`config.mk`:
```
export PLATFORM = sky130hd
export DESIGN_NAME = led_flow_engine_flat
export DESIGN_NICKNAME = d
export VERILOG_FILES = /design/src/rtl/led_flow_if.sv /design/src/rtl/led_flow_engine.sv /design/src/flat_wrapper.sv
export SDC_FILE = /design/constraint.sdc
export NUM_CORES = 1
export LEC_CHECK = 0
export ABC_AREA = 1
export CAP_MARGIN = 20
export CORE_MARGIN = 10
export CORE_UTILIZATION = 55
export CTS_CLUSTER_SIZE = 10
export DETAILED_ROUTE_END_ITERATION = 12
export GPL_ROUTABILITY_DRIVEN = 0
export PLACE_DENSITY = 0.78
export SYNTH_ARGS = -nofsm -noshare
export SYNTH_HDL_FRONTEND = slang
export SYNTH_SLANG_ARGS = --single-unit
```
`constraint.sdc`:
```
create_clock -name clk -period 5.2 [get_ports clk]
set_input_delay 1.56 -clock clk [delete_from_list [all_inputs] [get_ports clk]]
set_output_delay 1.56 -clock clk [all_outputs]
set_load 0.02 [all_outputs]
```
`src/rtl/led_flow_if.sv`:
```
// led_flow_if: control inputs and LED-bank outputs of the flowing-LED engine
interface led_flow_if #(
    parameter int LED_W = 16,
    parameter int DIV_W = 32
);
    logic             en;
    logic [1:0]       mode;
    logic             dir;
    logic [DIV_W-1:0] div;
    logic [LED_W-1:0] led;
    logic             tick;
    modport master(output en, mode, dir, div, input led, tick);
    modport slave(input en, mode, dir, div, output led, tick);
endinterface

```
`src/rtl/led_flow_engine.sv`:
```
// led_flow_engine: prescaled multi-mode (rotate/bounce/fill/blink) LED pattern generator
module led_flow_engine #(
    parameter int LED_W = 16,
    parameter int DIV_W = 32
) (
    input logic clk,
    input logic rst_n,
    led_flow_if.slave bus
);
    localparam logic [1:0] ROTATE = 2'b00;
    localparam logic [1:0] BOUNCE = 2'b01;
    localparam logic [1:0] FILL   = 2'b10;
    localparam logic [LED_W-1:0] LSB_HOT = LED_W'(1);
    localparam logic [LED_W-1:0] MSB_HOT = LSB_HOT << (LED_W - 1);

    typedef enum logic {UP, DOWN} bounce_t;

    bounce_t          state_q, state_d;
    logic [DIV_W-1:0] cnt, div_eff;
    logic [LED_W-1:0] led_q, seed, step_led;
    logic [1:0]       mode_q;
    logic             dir_q, tick_q, reload, due;

    always_comb begin
        div_eff  = (bus.div == '0) ? DIV_W'(1) : bus.div;
        due      = bus.en && (cnt >= div_eff - DIV_W'(1));
        reload   = (bus.mode != mode_q) || (bus.dir != dir_q && (bus.mode == BOUNCE || bus.mode == FILL));
        seed     = (bus.mode == 2'b11) ? '1 : bus.dir ? MSB_HOT : LSB_HOT;
        step_led = ~led_q;
        state_d  = state_q;
        case (bus.mode)
            ROTATE:  step_led = bus.dir ? {led_q[0], led_q[LED_W-1:1]} : {led_q[LED_W-2:0], led_q[LED_W-1]};
            BOUNCE:  step_led = (state_q == UP) ? led_q << 1 : led_q >> 1;
            FILL:    step_led = (&led_q) ? '0 : (led_q == '0) ? seed :
                                bus.dir ? (led_q >> 1) | MSB_HOT : (led_q << 1) | LSB_HOT;
            default: step_led = ~led_q;
        endcase
        // an end bit is shown for exactly one step before the direction flips
        if (reload)
            state_d = bus.dir ? DOWN : UP;
        else if (due && bus.mode == BOUNCE)
            state_d = (state_q == UP && step_led[LED_W-1]) ? DOWN :
                      (state_q == DOWN && step_led[0]) ? UP : state_q;
    end

    always_ff @(posedge clk) begin
        if (!rst_n) begin
            state_q <= UP;
            cnt     <= '0;
            led_q   <= LSB_HOT;
            tick_q  <= 1'b0;
            mode_q  <= ROTATE;
            dir_q   <= 1'b0;
        end else begin
            state_q <= state_d;
            mode_q  <= bus.mode;
            dir_q   <= bus.dir;
            if (reload) begin
                led_q  <= seed;
                cnt    <= '0;
                tick_q <= 1'b0;
            end else if (due) begin
                led_q  <= step_led;
                cnt    <= '0;
                tick_q <= 1'b1;
            end else begin
                cnt    <= bus.en ? cnt + DIV_W'(1) : cnt;
                tick_q <= 1'b0;
            end
        end
    end

    assign bus.led  = led_q;
    assign bus.tick = tick_q;
endmodule

```
`src/flat_wrapper.sv`:
```
// flat-port wrapper written by rule: the top's interface ports become plain ports
module led_flow_engine_flat 
#(
    parameter int LED_W = 16,
    parameter int DIV_W = 32
)
  (clk, rst_n, bus_en, bus_mode, bus_dir, bus_div, bus_led, bus_tick);
  led_flow_if #(.LED_W(LED_W), .DIV_W(DIV_W)) bus_i ();
  input logic clk;
  input logic rst_n;
  input wire logic [$bits(bus_i.en)-1:0] bus_en;
  input wire logic [$bits(bus_i.mode)-1:0] bus_mode;
  input wire logic [$bits(bus_i.dir)-1:0] bus_dir;
  input wire logic [$bits(bus_i.div)-1:0] bus_div;
  output wire logic [$bits(bus_i.led)-1:0] bus_led;
  output wire logic [$bits(bus_i.tick)-1:0] bus_tick;
  assign bus_i.en = bus_en;
  assign bus_i.mode = bus_mode;
  assign bus_i.dir = bus_dir;
  assign bus_i.div = bus_div;
  assign bus_led = bus_i.led;
  assign bus_tick = bus_i.tick;
  led_flow_engine #(.LED_W(LED_W), .DIV_W(DIV_W)) u_core (.clk(clk), .rst_n(rst_n), .bus(bus_i));
endmodule
```
After elaboration in Yosys (flattened, before gate mapping)
Cells that the tools add are included.
Word-level totals
  register bits after elaboration: 53
  input bits: 38
  output and inout bits: 17
  word-level logic and storage cells: 51
Cells by class
  $add $sub $neg: 2
  order comparisons: 1
  equal/unequal tests: 5
  muxes and demuxes: 17
  bitwise gates (word level): 3
  reduce and logical (&&, ||, !) cells: 17
Operators by type and width (number)
  16-bit two-way mux: 9
  16-bit one-hot mux with 3 select lines: 1
  32-bit by 1-bit adder with 32-bit output, second input constant: 1
  32-bit >= comparator: 1
  32-bit logical NOT: 1
  32-bit two-way mux: 1
  32-bit by 1-bit subtractor with 32-bit output, second input constant: 1
  16-bit logical NOT: 1
  16-bit NOT: 1
  16-bit AND reduction: 1
  1-bit two-way mux: 6
  1-bit logical AND: 5
  2-bit equality test, second input constant: 2
  2-bit nonzero test: 2
  3-bit nonzero test: 1
  3-bit OR reduction: 1
  2-bit by 1-bit equality test with 1-bit output, second input constant: 1
  2-bit logical NOT: 1
  1-bit logical OR: 2
  2-bit != test: 1
  1-bit NOT: 2
  2-bit AND reduction: 1
  2-bit OR reduction: 1
  1-bit != test: 1

Depth between registers and ports, before layout
  depth after elaboration: 10
  depth in mapped cells: 28
  gate-level depth less buffers: 27

Least setup slack after synthesis
No wires, ideal clock.
  path kind: input to register
  from: input port bus_div[11]
  to: register u_core.cnt[30]
  setup time: 0.117 ns
  arrival time: 4.508 ns
  data required time: 5.083 ns
  slack: 0.575 ns
  stages: 28
  path buffers: 1
  cell sequence: nor2_1 nand3_1 nor3_2 nand4_1 nand2_2 inv_2 ha_1 nand2_1 nor3_2 nand3_2 nor2_2 nand3_1 nor2_2 nand2_1 xor2_1 ha_1 nand2_1 nor2_1 nand4_1 nor2_1 nand2_1 nand3_2 nand2_4 nand2_4 inv_2 nand2_4 buf_6 nor2_2
Between the ends
  cells in the longest elaborated chain, start to end: 6
Ends and longest elaborated chain
  from (decl): line flat_wrapper.sv:14  | input wire logic [$bits(bus_i.div)-1:0] bus_div;
  32-bit logical NOT: line led_flow_engine.sv:25  | div_eff = (bus.div == '0) ? DIV_W'(1) : bus.div;
  32-bit two-way mux *: line led_flow_engine.sv:25
  32-bit by 1-bit subtractor with 32-bit output *: line led_flow_engine.sv:26  | due = bus.en && (cnt >= div_eff - DIV_W'(1));
  32-bit >= comparator *: line led_flow_engine.sv:26
  1-bit logical AND *: line led_flow_engine.sv:26
  3-bit OR reduction (no line) *
  to (signal assigned): line led_flow_engine.sv:67  | cnt <= bus.en ? cnt + DIV_W'(1) : cnt;
  to (decl): line led_flow_engine.sv:19  | logic [DIV_W-1:0] cnt, div_eff;
Mark *: on every way between the ends. The rest lies on a longest branch, timed or not.
A chain may end at the register's enable or synchronous reset.

Worst setup path in the final report
  from: input port bus_div[12]
  to: register u_core.cnt[17]
Same word-level chain as after synthesis.

==> out/results.md <==
- wire length on met2: 7614 µm
- met3 wire length: 689 µm
- Crit Path Max Fanout: 6
- total global routing overflow: 0
- Net Sw Power: 0.0003440 W
- most frequent cells in the layout: 211 x sky130_fd_sc_hd__nand2_1, 101 x sky130_fd_sc_hd__nor2_1, 77 x sky130_fd_sc_hd__inv_1
- HPWL reported at the end of detailed placement: 11150 µm
- number of antenna cells inserted: 0
- CTS Buf Count: 5
- maximum vdd drop: 0.1390 mV
- sequential cell area fraction in the yosys report: 20.30%
- launching element type of the critical path: input pin
- master of the slowest instance on the critical path: sky130_fd_sc_hd__clkdlybuf4s50_1
- cts-stage hold buffer count: 0
- min setup slack post-route: 0.2210 ns
- CP required: 5.40 ns
- min Tclk post-route: 4.979 ns
- largest net degree at the start of global routing: 34
- most frequent standard cell in the layout excluding fill and tap cells: sky130_fd_sc_hd__nand2_1
- Fill cells: 757
- YS warnings: 0
- sequential share of power: 42.2%
- Arrival @ worst endpoint: 5.18 ns
- via count of the first global-routing pass: 5340
- total wire length: 14790 µm
- Die Y-Extent: 117.5 µm
- FF-to-FF setup slack: 3.04 ns
- Vias per Instance: 5.415
- Mapped Cells: 821
- Post-Synthesis Net Count: 897
- slowest cell delay on critical path: 0.50 ns
- number of nets in the layout: 992
- Area growth, synth to finish: 25.93%
- hold slack: 0.5543 ns
- Internal Dissipation: 0.0007156 W
- antenna violations before repair: 0
- Core Area: 0.009240 mm²
- CTS clock-pin slew for the worst setup and hold paths: 0.09 ns
- CTS tree: done
- routed len/inst: 14.14 µm
- DR pass1 iterations: 5
- flop and latch count out of synthesis: 53
- final hold violations: 0
- largest buffer count on any clock path: 2
- category of the worst setup path capture point: flip-flop
- worst hold path type: flip-flop to flip-flop
- switching fraction of total power: 32.47%
- unrepaired setup endpoints after global routing: false
- met1 WL: 5947 µm
- Pins Over Slew Limit: 0
- number of distinct library cell variants in the gate-level netlist after synthesis: 41
- combined area of the multi-input logic cells: 0.003761 mm²
- die boundary width: 117.5 µm
- via count: 5664
- leading register cell type out of synthesis: sky130_fd_sc_hd__dfxtp_1
- I/O pin cnt: 55
- highest routing layer actually used: met4
- # DRC: 0
- average cell area after synthesis: 6.366 µm²
- sequential cell area: 0.001061 mm²
- Worst-Skew Late Latency: 0.31 ns
- family with the most delay on the worst path: simple AND/OR/NAND/NOR gates
- initial core utilization: 56.56%
- # setup viols final: 0
- number of placement rows: 35
- combined area of all synthesized cells: 0.005226 mm²
- pre-CTS setup slack: -0.2070 ns
- final worst-path cycle share: 95.75%
- count of input and output buffers: 54
- PwrDens: 161.0 mW/mm²
- post-route antenna net violation count: 0
- slew at the pin closest to its max-slew limit: 0.5211 ns
- fraction of registers with async set/reset: 0%
- Lkg Pwr: 3.058 nW
- count of buffer and inverter cells on the critical path: 4
- H-Tree Depth: 2
- outcome: finished, final reports clean
- number of synthesized flops with an enable pin: 0
- largest clock skew in the final design: 0.01103 ns
- number of sinks on the clock net: 53
- worst slew margin relative to its limit: 64.97%
- global-route wire length before repair: 23730 µm
- peak clock frequency supported by timing: 0.2008 GHz
- start-to-end type of the worst setup path: input pin to flip-flop
- Die ar.: 0.01380 mm²
- layout cell share with drive strength beyond 1: 18.10%
- power share of the combinational group: 29.5%
- relative contribution of the clock network to total power: 28.3%
- Maximum Capacitance Violations: 0
- GRT Overall Usage: 19.45%
- clock root buffer: sky130_fd_sc_hd__clkbuf_8
- number of design-rule violations left by the first detailed-router iteration: 626
==> sequential cells by signal (all words and copies together) (netlist names) <==
| signal | cells |
|---|---|
| u_core.bus.tick | 1 |
| u_core.cnt | 32 |
| u_core.state_q | 1 |
| u_core.mode_q | 2 |
| u_core.dir_q | 1 |
| u_core.bus.led | 16 |
==> cells by family after synthesis <==
family	after synthesis	share of synthesized area, %
and+or+nand+nor	480	42.40
AOI/OAI and AO/OA	80	9.050
adders and majority gates	38	9.098
xor gates and xnor gates	56	9.385
DFF	53	20.30
buffers and inverters	113	9.576
muxes	1	0.1915
==> synth_stat cells (all sizes together), types with 18 or more instances <==
master,number,share of area (%)
nand2,228,17
nor2,150,13
inv,86,6.2
dfxtp,53,20
nand3,50,5.4
ha,38,9.1
a21oi,36,3.4
xor2,36,6.0
nand4,25,3.0
o21ai,21,2.0
xnor2,20,3.4
buf,18,2.7
==> tightest hold or removal path: stages, from the launching register on <==
cell	delay, ns
sky130_fd_sc_hd__dfxtp_1	0.37
sky130_fd_sc_hd__xor2_1	0.08
sky130_fd_sc_hd__nor2_1	0.07
==> what timing repair did <==
action,CTS,global route
gates resized for setup,0,56
endpoints found under the setup margin,0,50
setup buffers,0,4
==> routing by layer <==
layer,vias up,global-route usage (%)
met4,0,8.810
li1,2840,-
met2,199,36.19
met5,-,0
met1,2579,21.54
met3,46,2.062
==> power groups by stage <==
| stage | combinational (W) | clock (W) | sequential [W] |
|---|---|---|---|
| 5_1_grt | 0.000347 | 0.000323 | 0.000450 |
| 3_3_place_gp | 0.000288 | 0 | 0.000455 |
| 3_5_place_dp | 0.000297 | 0 | 0.000456 |
| 4_1_cts | 0.000298 | 0.000300 | 0.000446 |
| 2_1_floorplan | 0.000175 | 0 | 0.000459 |
| 6_report | 0.000312 | 0.000300 | 0.000447 |
==> layout make-up <==
type	count	area share [%]
multi-input cells	655	57.15
repair buffers	115	17.53
flip-flops and latches	53	16.12
inverters	86	4.981
well taps	129	2.452
clock buffers	7	1.312
clock inverters	1	0.4563
==> stage by stage <==
| stage | instances | TNS, ns | cell area [µm²] | util (%) | total power [W] |
|---|---|---|---|---|---|
| 2_1_floorplan | 821 | 0 | 5226 | - | 0.0006339 |
| 3_3_place_gp | 1030 | -0.01400 | 6176 | 66.84 | 0.0007432 |
| 3_5_place_dp | 1030 | -8.037 | 6176 | 66.84 | 0.0007521 |
| 4_1_cts | 1038 | 0 | 6292 | 68.10 | 0.001044 |
| 5_1_grt | 1046 | 0 | 6581 | 71.23 | 0.001120 |
| 6_report | 1046 | 0 | 6581 | 71.23 | 0.001060 |
==> path summary, 6_finish.rpt <==
check,from,depth (start not counted),end
max,bus_div[12],27,u_core.cnt[17]$_SDFFE_PP0P_
min,u_core.cnt[31]$_SDFFE_PP0P_,2,u_core.cnt[31]$_SDFFE_PP0P_
max reg2reg,u_core.cnt[5]$_SDFFE_PP0P_,15,u_core.cnt[9]$_SDFFE_PP0P_
min reg2reg,u_core.cnt[31]$_SDFFE_PP0P_,2,u_core.cnt[31]$_SDFFE_PP0P_
No activity file was read; power rests on OpenSTA's default activity.
